**src/rtl/fpu_arbiter.sv**
```systemverilog
// Two-requester round-robin front end for a shared pipelined half-precision FPU.
// Optional per-requester grant counters are compiled in when FPU_ARBITER_STATS_EN is defined.
module fpu_arbiter #(
  parameter int unsigned FPU_LATENCY = 2
) (
  input  logic        clk,
  input  logic        reset,
  input  logic        req0_valid,
  input  logic        req1_valid,
  output logic        req0_ready,
  output logic        req1_ready,
  input  logic [15:0] req0_opA,
  input  logic [15:0] req0_opB,
  input  logic [15:0] req1_opA,
  input  logic [15:0] req1_opB,
  input  logic [1:0]  req0_op,
  input  logic [1:0]  req1_op,
  output logic [15:0] fpu_opA,
  output logic [15:0] fpu_opB,
  output logic [1:0]  fpu_op,
  input  logic [15:0] fpu_result,
  input  logic        fpu_underflow,
  input  logic        fpu_overflow,
  input  logic        fpu_inexact,
  output logic        rsp0_valid,
  output logic        rsp1_valid,
  output logic [15:0] rsp0_result,
  output logic [15:0] rsp1_result,
  output logic [2:0]  rsp0_flags,
  output logic [2:0]  rsp1_flags,
`ifdef FPU_ARBITER_STATS_EN
  output logic [15:0] grant_count0,
  output logic [15:0] grant_count1,
`endif
  output logic [3:0]  inflight
);

  logic              last_grant_q, last_grant_d;
  logic [15:0]       fpu_opa_q, fpu_opa_d;
  logic [15:0]       fpu_opb_q, fpu_opb_d;
  logic [1:0]        fpu_op_q, fpu_op_d;
  logic [FPU_LATENCY:0] tag_vld_q, tag_vld_d;
  logic [FPU_LATENCY:0] tag_id_q, tag_id_d;
  logic              rsp0_valid_q, rsp0_valid_d, rsp1_valid_q, rsp1_valid_d;
  logic [15:0]       rsp0_result_q, rsp0_result_d, rsp1_result_q, rsp1_result_d;
  logic [2:0]        rsp0_flags_q, rsp0_flags_d, rsp1_flags_q, rsp1_flags_d;
  logic [3:0]        inflight_q, inflight_d;
  logic              xfer0, xfer1, xfer_any, tag_out_vld, tag_out_id;
  logic [2:0]        fpu_flags;

  // Grant: lone requester wins; on contention the one not granted last wins.
  always_comb begin
    req0_ready = 1'b0;
    req1_ready = 1'b0;
    if (reset) begin
      if (req0_valid && req1_valid) begin
        req0_ready = last_grant_q;
        req1_ready = ~last_grant_q;
      end else begin
        req0_ready = req0_valid;
        req1_ready = req1_valid;
      end
    end
  end

  assign xfer0       = req0_valid & req0_ready;
  assign xfer1       = req1_valid & req1_ready;
  assign xfer_any    = xfer0 | xfer1;
  assign tag_out_vld = tag_vld_q[FPU_LATENCY];
  assign tag_out_id  = tag_id_q[FPU_LATENCY];
  assign fpu_flags   = {fpu_underflow, fpu_overflow, fpu_inexact};

  always_comb begin
    last_grant_d = last_grant_q;
    if (xfer1) begin
      last_grant_d = 1'b1;
    end else if (xfer0) begin
      last_grant_d = 1'b0;
    end

    fpu_opa_d = 16'h0000;
    fpu_opb_d = 16'h0000;
    fpu_op_d  = 2'b00;
    if (xfer0) begin
      fpu_opa_d = req0_opA;
      fpu_opb_d = req0_opB;
      fpu_op_d  = req0_op;
    end else if (xfer1) begin
      fpu_opa_d = req1_opA;
      fpu_opb_d = req1_opB;
      fpu_op_d  = req1_op;
    end

    // Tag index k holds the transfer made k+1 edges ago; the last stage lines up with fpu output.
    tag_vld_d = {tag_vld_q[FPU_LATENCY-1:0], xfer_any};
    tag_id_d  = {tag_id_q[FPU_LATENCY-1:0], xfer1};

    rsp0_valid_d  = tag_out_vld & ~tag_out_id;
    rsp1_valid_d  = tag_out_vld & tag_out_id;
    rsp0_result_d = rsp0_valid_d ? fpu_result : 16'h0000;
    rsp1_result_d = rsp1_valid_d ? fpu_result : 16'h0000;
    rsp0_flags_d  = rsp0_valid_d ? fpu_flags : 3'b000;
    rsp1_flags_d  = rsp1_valid_d ? fpu_flags : 3'b000;

    inflight_d = inflight_q + {3'b000, xfer_any} - {3'b000, tag_out_vld};
  end

  always_ff @(posedge clk or negedge reset) begin
    if (!reset) begin
      last_grant_q  <= 1'b1;
      fpu_opa_q     <= 16'h0000;
      fpu_opb_q     <= 16'h0000;
      fpu_op_q      <= 2'b00;
      tag_vld_q     <= '0;
      tag_id_q      <= '0;
      rsp0_valid_q  <= 1'b0;
      rsp1_valid_q  <= 1'b0;
      rsp0_result_q <= 16'h0000;
      rsp1_result_q <= 16'h0000;
      rsp0_flags_q  <= 3'b000;
      rsp1_flags_q  <= 3'b000;
      inflight_q    <= 4'd0;
    end else begin
      last_grant_q  <= last_grant_d;
      fpu_opa_q     <= fpu_opa_d;
      fpu_opb_q     <= fpu_opb_d;
      fpu_op_q      <= fpu_op_d;
      tag_vld_q     <= tag_vld_d;
      tag_id_q      <= tag_id_d;
      rsp0_valid_q  <= rsp0_valid_d;
      rsp1_valid_q  <= rsp1_valid_d;
      rsp0_result_q <= rsp0_result_d;
      rsp1_result_q <= rsp1_result_d;
      rsp0_flags_q  <= rsp0_flags_d;
      rsp1_flags_q  <= rsp1_flags_d;
      inflight_q    <= inflight_d;
    end
  end

  assign fpu_opA     = fpu_opa_q;
  assign fpu_opB     = fpu_opb_q;
  assign fpu_op      = fpu_op_q;
  assign rsp0_valid  = rsp0_valid_q;
  assign rsp1_valid  = rsp1_valid_q;
  assign rsp0_result = rsp0_result_q;
  assign rsp1_result = rsp1_result_q;
  assign rsp0_flags  = rsp0_flags_q;
  assign rsp1_flags  = rsp1_flags_q;
  assign inflight    = inflight_q;

`ifdef FPU_ARBITER_STATS_EN
  logic [15:0] cnt0_q, cnt0_d, cnt1_q, cnt1_d;

  always_comb begin
    cnt0_d = cnt0_q;
    cnt1_d = cnt1_q;
    if (xfer0 && (cnt0_q != 16'hFFFF)) cnt0_d = cnt0_q + 16'd1;
    if (xfer1 && (cnt1_q != 16'hFFFF)) cnt1_d = cnt1_q + 16'd1;
  end

  always_ff @(posedge clk or negedge reset) begin
    if (!reset) begin
      cnt0_q <= 16'h0000;
      cnt1_q <= 16'h0000;
    end else begin
      cnt0_q <= cnt0_d;
      cnt1_q <= cnt1_d;
    end
  end

  assign grant_count0 = cnt0_q;
  assign grant_count1 = cnt1_q;
`endif

endmodule

```
**config.mk**
```make
export PLATFORM = sky130hd
export DESIGN_NAME = fpu_arbiter
export DESIGN_NICKNAME = d
export VERILOG_FILES = /design/src/rtl/fpu_arbiter.sv
export SDC_FILE = /design/constraint.sdc
export NUM_CORES = 1
export LEC_CHECK = 0
export ABC_CLOCK_PERIOD_IN_PS = 2090
export CORE_UTILIZATION = 38
export CTS_BUF_LIST = sky130_fd_sc_hd__clkbuf_16
export DETAILED_ROUTE_END_ITERATION = 8
export PLACE_DENSITY = 0.87
export SYNTH_ARGS = -nofsm -noshare
export SYNTH_HDL_FRONTEND = slang
export SYNTH_SLANG_ARGS = --single-unit
```
**constraint.sdc**
```tcl
create_clock -name clk -period 2.09 [get_ports clk]
set_clock_uncertainty 0.1 [all_clocks]
set_input_delay 0.3135 -clock clk [delete_from_list [all_inputs] [get_ports clk]]
set_output_delay 0.3135 -clock clk [all_outputs]
set_load 0.03 [all_outputs]
```
==> run summary, run 1 <==
multi-input logic area: 722 um2
register bit count reported by yosys: 85
DRC: 0
worst reg2reg path startpoint: tag_vld_q[2]
post-CTS sizing: 0
highest routed layer: met4
Critical Path RT: 2.20 ns
WS Path Type: input pin to flop
Peak supply drop: 514 uV
Switching Fraction: 0.281
combinational cell fraction of total power: 0.243
row cnt: 31
largest net degree at the start of global routing: 75
Max Slew Vio Count: 0
Root Buffer: clkbuf_16
CTS H-Tree Depth: 3
Total Die Area: 8170 um2
CTS Buf Count: 9
Storage cell area: 2130 um2
Cell Count, Final, Fillers Out: 481
met3 routed WL: 529 um
I/O pins: 171
post-route cell area: 5080 um2
FILL cells: 542
grt total ovfl: 0
most frequent cells in the layout: 167 x clkdlybuf4s50_1, 84 x dfrtp_1, 29 x a22o_1
Final Wtd Congestion: 0.709
worst min path class: flop to flop
placed cell count: 464
relative slew slack: 0.306
NetSw: 1.22 mW
post-route met1 wirelength: 2.77 mm
crit path DAT: 2.08 ns
layout cells sized above 1: 0.102
drt pass-1 iters: 4
met2 WL post-DR: 3.79 mm
Sink Count: 85
Clock Path Buffers: 2
Hold Fails Final Rpt: 0
hpwl dp: 5.44 mm
area delta synth->final: 71.0%
Placed Area: 4790 um2
Worst-Margin Slew: 1.04 ns
Initial Utilization: 0.401
Final min period: 1.97 ns
Critical Path Fanout Max: 2
drt first-iter violations: 38
Synth Instances: 196
core area: 7410 um2
vias: 2249
clock transition at the registers of the reported paths: 0.06 ns
clock network power share: 0.330
Leakage Power: 2.37 nW
Cell Area, Synth: 2970 um2
first-pass GRT wire length: 11.9 mm
CP startpoint kind: input pin
vias in the first global route: 2365
IO Port Bufs: 170
CTS tree: done
Setup crit start: req0_valid
drt total wl: 7.23 mm
status: completed
worst skew pair latency: 0.32 ns
Final setup viols: 0
fmax: 507 MHz
nets: 473
DR vias/cell: 4.68
Yosys warnings: 0
most common cell after layout, fill and taps aside: clkdlybuf4s50_1
cell area power density: 853 nW/um2
Min-Delay Startpoint: tag_id_q[1]
crit path capture type: flop
GRT Overall Usage: 0.189
max_cap viols: 0
initial antenna violation count: 0
wire length per cell: 15.0 um
Syn Nets: 292
Die Width: 90.4 um
final antenna-violating net count: 0
Reg power frac: 0.427
Avg Inst Size Synth: 15.2 um2
post-synthesis sequential area ratio: 0.717
synth unique cells: 20
Die Ht: 90.4 um
Final Cycle Share: 0.944
Internal: 3.11 mW
RSZ-0062 raised after global routing: no
# diodes: 0
[final cells by class]
| class | count | share of cell area |
|---|---|---|
| Timing Repair Buffer | 182 | 0.354 |
| Inverter | 8 | 0.00591 |
| Multi-Input combinational cell | 91 | 0.142 |
| Clock inverter | 7 | 0.00985 |
| Sequential cell | 85 | 0.419 |
| Clock buffer | 9 | 0.0443 |
| Tap cell | 99 | 0.0244 |
[path summary, 6_finish.rpt]
path,endpoint,slack [ns],depth (start not counted)
max in group asynchronous,fpu_opA[5],0.96,3
worst min register to register,tag_id_q[2],0.25,0
worst max-delay path,inflight[2],0.12,8
worst min-delay path,tag_id_q[2],0.25,0
worst max register to register,inflight[2],0.37,6
min in group asynchronous,fpu_opA[13],0.27,3
[per-stage QoR]
step | power, mW | TNS, ns | util | hold slack [ns] | setup WS, ns
after floorplan | 2.40 | 0 | - | -0.0821 | 0.306
after global routing | 4.52 | 0 | 0.686 | 0.254 | 0.0425
after global placement | 2.89 | -0.568 | 0.647 | 0.191 | -0.221
final | 4.33 | 0 | 0.686 | 0.247 | 0.116
after CTS | 4.38 | 0 | 0.686 | 0.249 | 0.0993
after detailed placement | 2.94 | -0.612 | 0.647 | 0.192 | -0.232
[kinds of logic (layout without fill, tap and decap cells)]
logic type / count (synthesis) / after routing / share of synthesized area
flops: 85 / 85 / 0.717
xor+xnor: 3 / 3 / 0.00885
compound gates: 41 / 41 / 0.124
buf+inv: 20 / 206 / 0.0404
simple gates: 42 / 42 / 0.0868
fa+ha+maj: 5 / 5 / 0.0236
[power by group through the flow]
stage,clock (mW),sequential [mW],combinational (mW)
floorplan,0,2.11,0.289
global placement,0,1.87,1.02
detailed placement,0,1.88,1.05
CTS,1.47,1.85,1.06
global route,1.53,1.87,1.12
finish,1.43,1.85,1.05
[sequential cells by signal, indices dropped and copies added (netlist names)]
| signal | count |
|---|---|
| rsp1_flags | 3 |
| tag_vld_q | 3 |
| rsp0_flags | 3 |
| fpu_opA | 16 |
| fpu_opB | 16 |
| inflight | 4 |
| rsp0_valid | 1 |
| tag_id_q | 3 |
| rsp1_result | 16 |
| rsp0_result | 16 |
| rsp1_valid | 1 |
| fpu_op | 2 |
| last_grant_q | 1 |
[routing by layer]
layer,vias to the layer above,track usage
met1,1069,0.218
li1,1037,-
met5,-,0
met4,0,0.0780
met2,129,0.337
met3,14,0.0463
[synth_stat cells]
cell	count	area, um2
dfrtp_1	84	2100
a22o_1	29	254
and2_1	20	125
and3_1	19	119
inv_1	7	26.3
buf_6	6	67.6
clkbuf_1	6	22.5
a22o_2	5	50.1
ha_1	4	50.1
xnor2_1	3	26.3
a21oi_1	2	10.0
a21oi_4	2	32.5
nand2_1	2	7.51
a21o_1	1	7.51
a21o_2	1	8.76
dfstp_2	1	26.3
fa_1	1	20.0
inv_2	1	3.75
nor2b_1	1	6.26
o21ai_0	1	5.00
[worst max-delay path: stages]
cell	delay, ns
clkdlybuf4s50_1	0.44
o21ai_0	0.26
ha_1	0.28
inv_1	0.06
ha_1	0.17
inv_1	0.06
fa_1	0.37
xnor2_1	0.13
[timing repair]
action | in CTS | in global routing
buffers inserted | 0 | 0
endpoints found under the setup margin | 0 | 0
endpoints found under the hold margin | 11 | 0
hold buffers | 1 | 0
Power figures use the tool's default switching activity.
==> run 2, diff against run 1 <==
--- a/config.mk
+++ b/config.mk
@@ -9,6 +9,7 @@
 export CORE_UTILIZATION = 38
 export CTS_BUF_LIST = sky130_fd_sc_hd__clkbuf_16
 export DETAILED_ROUTE_END_ITERATION = 8
+export GPL_ROUTABILITY_DRIVEN = 0
 export PLACE_DENSITY = 0.87
 export SYNTH_ARGS = -nofsm -noshare
 export SYNTH_HDL_FRONTEND = slang
==> results of run 2 <==
Same layout as run 1: the final DEF is identical, and so are final timing and power.
==> RTL change: new RTL, config.mk and constraints of run 1 <==
The option `FPU_ARBITER_STATS_EN` is turned on by a define.
--- a/src/rtl/fpu_arbiter.sv
+++ b/src/rtl/fpu_arbiter.sv
@@ -2,2 +2,4 @@
 // Optional per-requester grant counters are compiled in when FPU_ARBITER_STATS_EN is defined.
+`define FPU_ARBITER_STATS_EN
+
 module fpu_arbiter #(
Formal check against the unedited RTL (old outputs only; new: grant_count0 and grant_count1): equivalent (Yosys induction, for registers that start in step).
==> RTL change against run 1 <==
Sequential share of layout area shrank 1.6 points. Synthesized area grew 47%. Die area grew 46%. Synthesized cell count grew 66%. Routed wire length grew 55%. Sequential cell count grew 32. Worst setup slack lost 0.041 ns. Final area grew 43%. Final cell count grew 48%. Total power grew 64%. Global-route usage grew 0.67 points.
==> RTL change: results (changes against run 1) <==
| Metric | Value |
|---|---|
| Post-layout nets | 656 (+39%) |
| Worst R2R Setup Slack | 0.24 ns (-0.13 ns) |
| Metal2 WL | 5600 um (+48%) |
| Metal-1 WL | 4490 um (+62%) |
| Share of cells above drive strength 1 | 10.7% (+0.49 points) |
| 1st-iter DRT viols | 66 (+74%) |
| Worst Path Max Fanout | 8 (+6) |
| Hold Path Sink | tag_vld_q[0] |
| Final RePlAce weighted congestion | 0.842 (+19%) |
| Leakage power | 3.33 nW (+40%) |
| Hold_sp | reset |
| Max incr delay on CP | 0.72 ns (+0.28 ns) |
| Fill count | 829 (+53%) |
| R2r endpoint | grant_count1[1] |
| Cell family with most CP delay | buffers and inverters |
| Worst slack at placement | -0.205 ns (+0.0276 ns) |
| CTS Hold Bufs | 2 (+1) |
| First-pass GRT wire length | 17300 um (+46%) |
| Largest cells by area after synthesis | dfrtp_1, a22o_1, xnor2_1, and2_1, and3_1 |
| Area after DPL | 0.00670 sq mm (+40%) |
| H-tree Lvls | 4 (+1) |
| Critical Path Sink | grant_count0[4] |
| Post-Synthesis Cells | 326 (+66%) |
| Vias in the first global route | 3589 (+52%) |
| Commonest cells post-synth | dfrtp_1, a22o_1, xnor2_1 |
| Via density | 4.93 (+5.5%) |
| Worst r2r src | grant_count1[0] |
| Worst R2R Path Depth | 5 (-1) |
| HP Class | in -> reg |
| TritonCTS Buffers | 17 (+8) |
| CP startpoint | grant_count0[4] |
| Multi-input gate area | 0.00135 sq mm (+88%) |
| Placed cells | 677 (+46%) |
| WL final | 11200 um (+55%) |
| Hold Path Stages | 3 (+3) |
| Total GRT Usage | 19.6% (+0.67 points) |
| Peak VDD IR | 0.543 mV (+5.7%) |
| Outcome | finished clean |
| Post-synthesis sequential area ratio | 66.9% (-4.8 points) |
-- RTL change: logic make-up after synthesis --
group                      share of synthesized area (%)
AOI/OAI and AO/OA                                   8.43
and+or+nand+nor                                     13.7
adders and majority gates                           2.17
DFF                                                 66.9
muxes                                              0.771
buffers and inverters                               2.23
xor gates and xnor gates                            5.80
-- RTL change: cell type report --
| class | instances | share of cell area (%) |
|---|---|---|
| Tap cell | 140 | 2.41 |
| Clock inverter | 14 | 1.65 |
| Timing Repair Buffer | 225 | 30.4 |
| Sequential cell | 117 | 40.3 |
| Inverter | 14 | 0.724 |
| Multi-Input combinational cell | 183 | 18.6 |
| Clock buffer | 17 | 5.86 |
-- RTL change: power by group --
group	switching, W	internal, W
logic	0.000906	0.000807
registers	0.000221	0.00251
clock network	0.000949	0.00171
-- RTL change: routing by layer --
metal | up-vias | track usage, %
met4 | 0 | 9.05
met3 | 18 | 7.17
met1 | 1711 | 22.0
met5 | - | 0
li1 | 1620 | -
met2 | 153 | 33.2
